File: src/rtl/mux_4x1_rr_sched_if.sv
// Bundle of the four requester channels, their grants and the single
// downstream valid/ready output of the round-robin mux scheduler.
interface mux_4x1_rr_sched_if #(
   parameter int WIDTH = 4
);
   logic [3:0]       req;
   logic [WIDTH-1:0] a;
   logic [WIDTH-1:0] b;
   logic [WIDTH-1:0] c;
   logic [WIDTH-1:0] d;
   logic [3:0]       gnt;
   logic [1:0]       sel;
   logic [WIDTH-1:0] out_data;
   logic             out_valid;
   logic             out_ready;

   // Requesters plus downstream consumer side
   modport master (
      output req, a, b, c, d, out_ready,
      input  gnt, sel, out_data, out_valid
   );

   // Scheduler side
   modport slave (
      input  req, a, b, c, d, out_ready,
      output gnt, sel, out_data, out_valid
   );
endinterface

File: src/rtl/mux_4x1_rr_sched.sv
// Round-robin scheduler feeding a 4:1 mux. Picks one of four requesters
// starting from a rotating priority pointer, registers the winning index
// (sel) and its data, and offers them downstream with valid/ready. A new
// word may be loaded on the same edge the old one drains, so throughput is
// one word per cycle.
module mux_4x1_rr_sched #(
   parameter int WIDTH = 4
) (
   input  logic                clk,
   input  logic                rst_n,
   mux_4x1_rr_sched_if.slave   bus
);

   typedef enum logic {
      EMPTY = 1'b0,
      FULL  = 1'b1
   } state_t;

   state_t           state_q, state_d;
   logic [1:0]       ptr_q, ptr_d;
   logic [1:0]       sel_q, sel_d;
   logic [WIDTH-1:0] data_q, data_d;

   logic [1:0]       idx;
   logic             any_req;
   logic             load;

   // State register: output-register occupancy, pointer, select and data
   always_ff @(posedge clk or negedge rst_n) begin
      if (!rst_n) begin
         state_q <= EMPTY;
         ptr_q   <= 2'd0;
         sel_q   <= 2'd0;
         data_q  <= '0;
      end else begin
         state_q <= state_d;
         ptr_q   <= ptr_d;
         sel_q   <= sel_d;
         data_q  <= data_d;
      end
   end

   // Find the first active requester scanning upward from ptr, wrapping at 3
   always_comb begin : arb
      logic [1:0] pos;
      pos     = 2'd0;
      idx     = ptr_q;
      any_req = 1'b0;
      for (int k = 0; k < 4; k++) begin
         pos = ptr_q + 2'(k);
         if (!any_req && bus.req[pos]) begin
            idx     = pos;
            any_req = 1'b1;
         end
      end
   end

   // A word is taken when the output slot is free or draining this edge
   always_comb begin
      load = ((state_q == EMPTY) || bus.out_ready) && any_req;
   end

   // Next-state: fill on load, empty on a drain with nothing to replace it
   always_comb begin
      state_d = state_q;
      case (state_q)
         EMPTY: if (load) state_d = FULL;
         FULL:  if (bus.out_ready && !load) state_d = EMPTY;
         default: state_d = EMPTY;
      endcase
   end

   // Datapath next values: capture the winner and move priority past it
   always_comb begin
      sel_d  = sel_q;
      data_d = data_q;
      ptr_d  = ptr_q;
      if (load) begin
         sel_d = idx;
         ptr_d = idx + 2'd1;
         case (idx)
            2'd0:    data_d = bus.a;
            2'd1:    data_d = bus.b;
            2'd2:    data_d = bus.c;
            default: data_d = bus.d;
         endcase
      end
   end

   // Outputs: one-hot grant only while loading and out of reset
   always_comb begin
      bus.gnt = 4'b0000;
      if (load && rst_n) begin
         bus.gnt[idx] = 1'b1;
      end
      bus.out_valid = (state_q == FULL);
      bus.sel       = sel_q;
      bus.out_data  = data_q;
   end

endmodule

File: src/flat_wrapper.sv
// flat-port wrapper written by rule: the top's interface ports become plain ports
module mux_4x1_rr_sched_flat 
#(
   parameter int WIDTH = 4
)
  (clk, rst_n, bus_req, bus_a, bus_b, bus_c, bus_d, bus_out_ready, bus_gnt, bus_sel, bus_out_data, bus_out_valid);
  mux_4x1_rr_sched_if #(.WIDTH(WIDTH)) bus_i ();
  input  logic clk;
  input  logic rst_n;
  input wire logic [$bits(bus_i.req)-1:0] bus_req;
  input wire logic [$bits(bus_i.a)-1:0] bus_a;
  input wire logic [$bits(bus_i.b)-1:0] bus_b;
  input wire logic [$bits(bus_i.c)-1:0] bus_c;
  input wire logic [$bits(bus_i.d)-1:0] bus_d;
  input wire logic [$bits(bus_i.out_ready)-1:0] bus_out_ready;
  output wire logic [$bits(bus_i.gnt)-1:0] bus_gnt;
  output wire logic [$bits(bus_i.sel)-1:0] bus_sel;
  output wire logic [$bits(bus_i.out_data)-1:0] bus_out_data;
  output wire logic [$bits(bus_i.out_valid)-1:0] bus_out_valid;
  assign bus_i.req = bus_req;
  assign bus_i.a = bus_a;
  assign bus_i.b = bus_b;
  assign bus_i.c = bus_c;
  assign bus_i.d = bus_d;
  assign bus_i.out_ready = bus_out_ready;
  assign bus_gnt = bus_i.gnt;
  assign bus_sel = bus_i.sel;
  assign bus_out_data = bus_i.out_data;
  assign bus_out_valid = bus_i.out_valid;
  mux_4x1_rr_sched #(.WIDTH(WIDTH)) u_core (.clk(clk), .rst_n(rst_n), .bus(bus_i));
endmodule
File: config.mk
export PLATFORM = sky130hd
export DESIGN_NAME = mux_4x1_rr_sched_flat
export DESIGN_NICKNAME = d
export VERILOG_FILES = /design/src/rtl/mux_4x1_rr_sched_if.sv /design/src/rtl/mux_4x1_rr_sched.sv /design/src/flat_wrapper.sv
export SDC_FILE = /design/constraint.sdc
export NUM_CORES = 1
export LEC_CHECK = 0
export ABC_AREA = 1
export BUFFER_PORTS_ARGS = -buffer_cell sky130_fd_sc_hd__buf_2
export CORE_ASPECT_RATIO = 1.25
export CORE_MARGIN = 3
export CORE_UTILIZATION = 47
export DETAILED_ROUTE_END_ITERATION = 6
export PLACE_DENSITY = 0.77
export REMOVE_ABC_BUFFERS = 1
export SYNTH_ARGS = -nofsm -noshare
export SYNTH_HDL_FRONTEND = slang
export SYNTH_SLANG_ARGS = --single-unit
File: constraint.sdc
create_clock -name clk -period 2.5 [get_ports clk]
set_input_delay 0.25 -clock clk [delete_from_list [all_inputs] [get_ports clk]]
set_output_delay 0.25 -clock clk [all_outputs]
set_load 0.02 [all_outputs]
Yosys cells after proc, flatten, opt, wreduce, memory -nomap -nowiden. Index checks and enable logic that the tools add are counted.

RAM bits: 0. Output and inout bits: 11. Memories: 0. Input port bits: 23. ROM bits: 0. Register bits after elaboration: 9. Latch bits: 0.

Equal/unequal tests: 2. Bitwise gates (word level): 1. Add/subtract/negate cells: 4. Magnitude comparators: 6. Multiply operators: 0. Div/mod/pow operators: 0. Multiplexer cells: 22. Shift operators: 0. Reduce and logical (&&, ||, !) cells: 13.

Operator list (count): $lt 2x3->1 const B (5); $pmux 4 s3 (1); $mux 1 (11); $bmux 1 s2 (4); $logic_and 1x1->1 (7); $mux 2 (3); $add 2x1->2 const B (2); $add 2x2->2 const B (2); $logic_not 1->1 (4); $mux 4 (1); $demux 1 s2 (1); $eq 2x1->1 const B (1); $eq 2x2->1 const B (1); $ge 2x1->1 const B (1); $logic_not 2->1 (1); $pmux 1 s2 (1); $logic_or 1x1->1 (1); $not 1->1 (1).

Logic depth before layout (Yosys ltp).
Word-level depth: 17. Mapped depth: 17. Gate-level depth less buffers: 17.

Worst setup path after synthesis. Ideal clock, no wire load.

Path kind: reg2reg. Start point: register u_core.ptr_q[0]. End point: register u_core.data_q[0], in the netlist u_core.bus.out_data[0]. Arrival time: 1.950 ns. Path buffers: 1. Setup slack: 0.433 ns. Data required time: 2.383 ns. Cell stages (with the launch flop): 16. Path through: dfrtp_1 buf_4 nand2_1 nand3_1 nand2_1 nand3_1 nand3_1 nand3_1 nand2_1 inv_1 ha_1 a22o_1 a21oi_1 o21ai_0 nand2_1 nand2_1.

Cells in the longest elaborated chain, start to end: 14. Elaborated cells between the ends (all ways): 29.

Ends and longest elaborated chain: start: declaration (line mux_4x1_rr_sched.sv:20) `logic [1:0] ptr_q, ptr_d;`; start signal: assignment (line mux_4x1_rr_sched.sv:37) `ptr_q <= ptr_d;`; parallel branches: the longest is 11 deep, another holds $add 2x1->2; $mux 2 (*) (line mux_4x1_rr_sched.sv:51) `if (!any_req && bus.req[pos]) begin`; via u_core.idx[1] (line mux_4x1_rr_sched.sv:24) `logic [1:0] idx;`; $eq 2x2->1 (tied with other cells) (line mux_4x1_rr_sched.sv:81) `case (idx)`; $pmux 4 s3 (*) (line mux_4x1_rr_sched.sv:81); end signal: assignment (line mux_4x1_rr_sched.sv:39) `data_q <= data_d;`; end: declaration (line mux_4x1_rr_sched.sv:22) `logic [WIDTH-1:0] data_q, data_d;`.

Mark *: on every way through the listed nets, which the timed path passes. The select of a mux whose other input is x is not followed. A chain may end at the register's enable or synchronous reset.

Worst setup path after layout.
Start point: register u_core.ptr_q[0]. End point: output bus_gnt[1].

Cells in the longest elaborated chain, start to end: 17. Elaborated cells between the ends (all ways): 32.

Ends and longest elaborated chain: parallel branches: the longest is 11 deep, another holds $add 2x1->2; $mux 2 (*) (line mux_4x1_rr_sched.sv:51); via u_core.idx[0] (line mux_4x1_rr_sched.sv:24); $lt 2x3->1 (not written as such) / $ge 2x1->1 (equally long branches) (line mux_4x1_rr_sched.sv:94) `bus.gnt[idx] = 1'b1;`; $logic_and 1x1->1 (not written as such) (line mux_4x1_rr_sched.sv:94); $mux 1 (not written as such) (line mux_4x1_rr_sched.sv:94); $demux 1 s2 (*); $mux 4 (*) (line mux_4x1_rr_sched.sv:93) `if (load && rst_n) begin`; end: declaration (line flat_wrapper.sv:16) `output wire logic [$bits(bus_i.gnt)-1:0] bus_gnt;`.

Marked as above.

==> qor.yml <==
placement:
  port_buffers: 33
  routabilityCongestion: 0.808
  dp.final_hpwl_mm: 1.60
clocking:
  clock_latency_ns: 0.28
  clk_pin_slew_ns: 0.07
  cts_tree: "yes"
  root_buffer: "clkbuf_4"
  htreeDepth: 1
  cts_made_buffers: 3
  clock-sinks: 9
  clock_path_buffers: 2
grt:
  gr-max-usage-layer: "met2"
  grt_use_met3: 0.0612
  grt_use_total: 0.202
  grt_use_met2: 0.328
  gr-usage-met1: 0.254
  grt_pass1_wl_mm: 3.53
  overflow: 0
  grt_pass1_vias: 857
  antenna_found_initial: 0
  grt_max_degree: 11
synth:
  ys_ff_latch: 9
  synth_top_family_by_area: "simple AND/OR/NAND/NOR gates"
  synthMuxAreaShare: 0
  synthCells: 134
  yosysSeqAreaShare: 0.270
  syn_area_um2: 835
  synthAdderAreaFrac: 0.0750
  syn-mean-instance-area_um2: 6.23
  synth_cell_types: 18
  synth_compound_area_frac: 0.135
  synth_xor_area_frac: 0
  yosys_warnings: 0
  synthSimpleGateAreaFrac: 0.426
outcome:
  status: "finished with violations"
  violations: "negative setup slack"
worst_hold_path:
  worstHoldPathType: "in -> reg"
critical_path:
  cp_slowest_cell: "dfrtp_2"
  crit_buf_inv: 4
  crit_family: "simple AND/OR/NAND/NOR gates"
  path_cells: "buf_6, nand2_1, nand3_1, nand2_2, nand2_4, nor2_4, nand2_2, nand2_2, nand2_4, inv_4, ha_4, inv_1, nor2_2, buf_6"
  cp.required_ns: 2.25
  cp-endpoint: "bus_gnt[1]"
  critPathMaxFanout: 6
  r2r_slack_ns: 0.09
  critPathMostFrequentCell: "nand2_2"
  slowest_delay_ns: 0.47
  cp-end-kind: "output port"
  crit_start: "u_core.ptr_q[0]$_DFFE_PN0P_"
  r2r_end: "u_core.bus.out_data[1]$_DFFE_PN0P_"
  startpoint_type: "flip-flop"
  r2r-start: "u_core.ptr_q[0]$_DFFE_PN0P_"
  cp.depth: 14
  critical_path_class: "reg -> out"
  ff2ff_path_depth: 17
  crit_arrival_ns: 2.25
sta:
  timing.hold.ws_ns: 0.190
  setup_viol: 1
  final-hold-violation-count: 0
  max_freq_mhz: 399
  min_period_over_period: 1.00
  layout_min_cycle_time_ns: 2.50
  layout_setup_ws_ns: -0.00485
  finClkSkew_ns: 0.0126
  tightest_slew_ns: 0.275
  tns_ns: -0.00485
  slew_headroom: 0.817
  maxSlewViolCount: 0
cells_and_area:
  nets: 212
  antenna_cells: 0
  final_common_cell: "nand2_1"
  fin_util: 0.815
  area_delta_synth_final_pct: 58.3
  final_layout_size_suffix_gt1_frac: 0.492
  mostFrequentLayoutCells: "50 x nand2_1, 29 x buf_2, 12 x nand2_2"
floorplanning:
  core-area_um2: 1620
  io_pins: 34
  initial_utilization: 0.515
  num_rows: 16
  die_y_um: 53.1
  dieArea_um2: 2320
  die_w_um: 43.7
route:
  vias: 1060
  drc: 0
  dr.first_iter.drc_count: 27
  routed_wl_mm: 2.68
  dr.pass1.iters: 4
  viasPerCell: 5.27
  ant_nets: 0
  wl_per_cell_um: 13.3
job:
  drv_cap: 0
## worst register-to-register path: stages (launching register included)
cell and delay [ns]:
dfrtp_2 0.47, buf_6 0.15, nand2_1 0.10, nand2_1 0.06, nand2_1 0.07, nand2_2 0.09, inv_1 0.08, nand3_2 0.08
nor2_4 0.14, nand2_1 0.11, nand2_4 0.12, inv_4 0.06, ha_4 0.17, a22o_1 0.21, a21oi_1 0.15, o21ai_0 0.09
nand2_1 0.09, nand2_1 0.05
## worst min path at each step
stage	startpoint	to	slack, ns	cells after the start
floorplan	rst_n	u_core.bus.out_data[0]$_DFFE_PN0P_	-0.05	0
global placement	rst_n	u_core.bus.out_valid$_DFF_PN0_	0.13	1
detailed placement	rst_n	u_core.bus.out_valid$_DFF_PN0_	0.13	1
CTS	bus_out_ready	u_core.bus.out_valid$_DFF_PN0_	0.19	2
global route	bus_out_ready	u_core.bus.out_valid$_DFF_PN0_	0.21	2
finish	bus_out_ready	u_core.bus.out_valid$_DFF_PN0_	0.19	2
## metrics by stage
step                      cell area, um^2  std cells  setup slack [ns]
final                                1320        201          -0.00485
after global routing                 1320        201            -0.130
after CTS                            1100        192            0.0417
after detailed placement             1010        184            0.0347
after global placement               1010        184            0.0708
after floorplan                       816        132             0.356
## synthesized netlist by cell type, drive strengths merged
library cell  instances  share of area
buf                   2          0.022
inv                  16          0.072
nor2                  7          0.046
nand2                69           0.33
a21oi                 5          0.034
ha                    5          0.075
a22o                  4          0.042
dfrtp                 9           0.27
nand3                 8          0.048
o21ai                 9          0.058
## sequential cells by signal, indices dropped and copies added (netlist names)
name,count
u_core.bus.sel,2
u_core.bus.out_valid,1
u_core.ptr_q,2
u_core.bus.out_data,4
## logic make-up after synthesis
family          count (synthesis)
buf+inv                        18
flops                           9
compound gates                 18
fa+ha+maj                       5
simple gates                   84
## layout make-up
type	instances	area [um^2]
multi-input combinational	107	673
fill	94	300
timing repair buffer	46	294
sequential	9	228
inverter	16	70.1
clock buffer	4	26.3
tap	18	22.5
timing repair inverter	1	7.51
## metal layers
metal | share of wire | wire length (um) | up-vias
met5 | 0 | 0 | -
met4 | 0.020 | 53 | 0
met3 | 0.068 | 183 | 7
met2 | 0.51 | 1370 | 45
met1 | 0.40 | 1070 | 492
li1 | - | - | 516
## what timing repair did
item | CTS | global route
pin swaps | 0 | 16
setup endpoints to repair | 4 | 7
hold endpoints to repair | 9 | 0
cloned | 0 | 1
setup buffers | 3 | 8
hold buffers | 1 | 0
gates resized for setup | 10 | 42
Power is not shown: default switching activity piles up to over one toggle a cycle in this logic, so the estimate is an artifact.
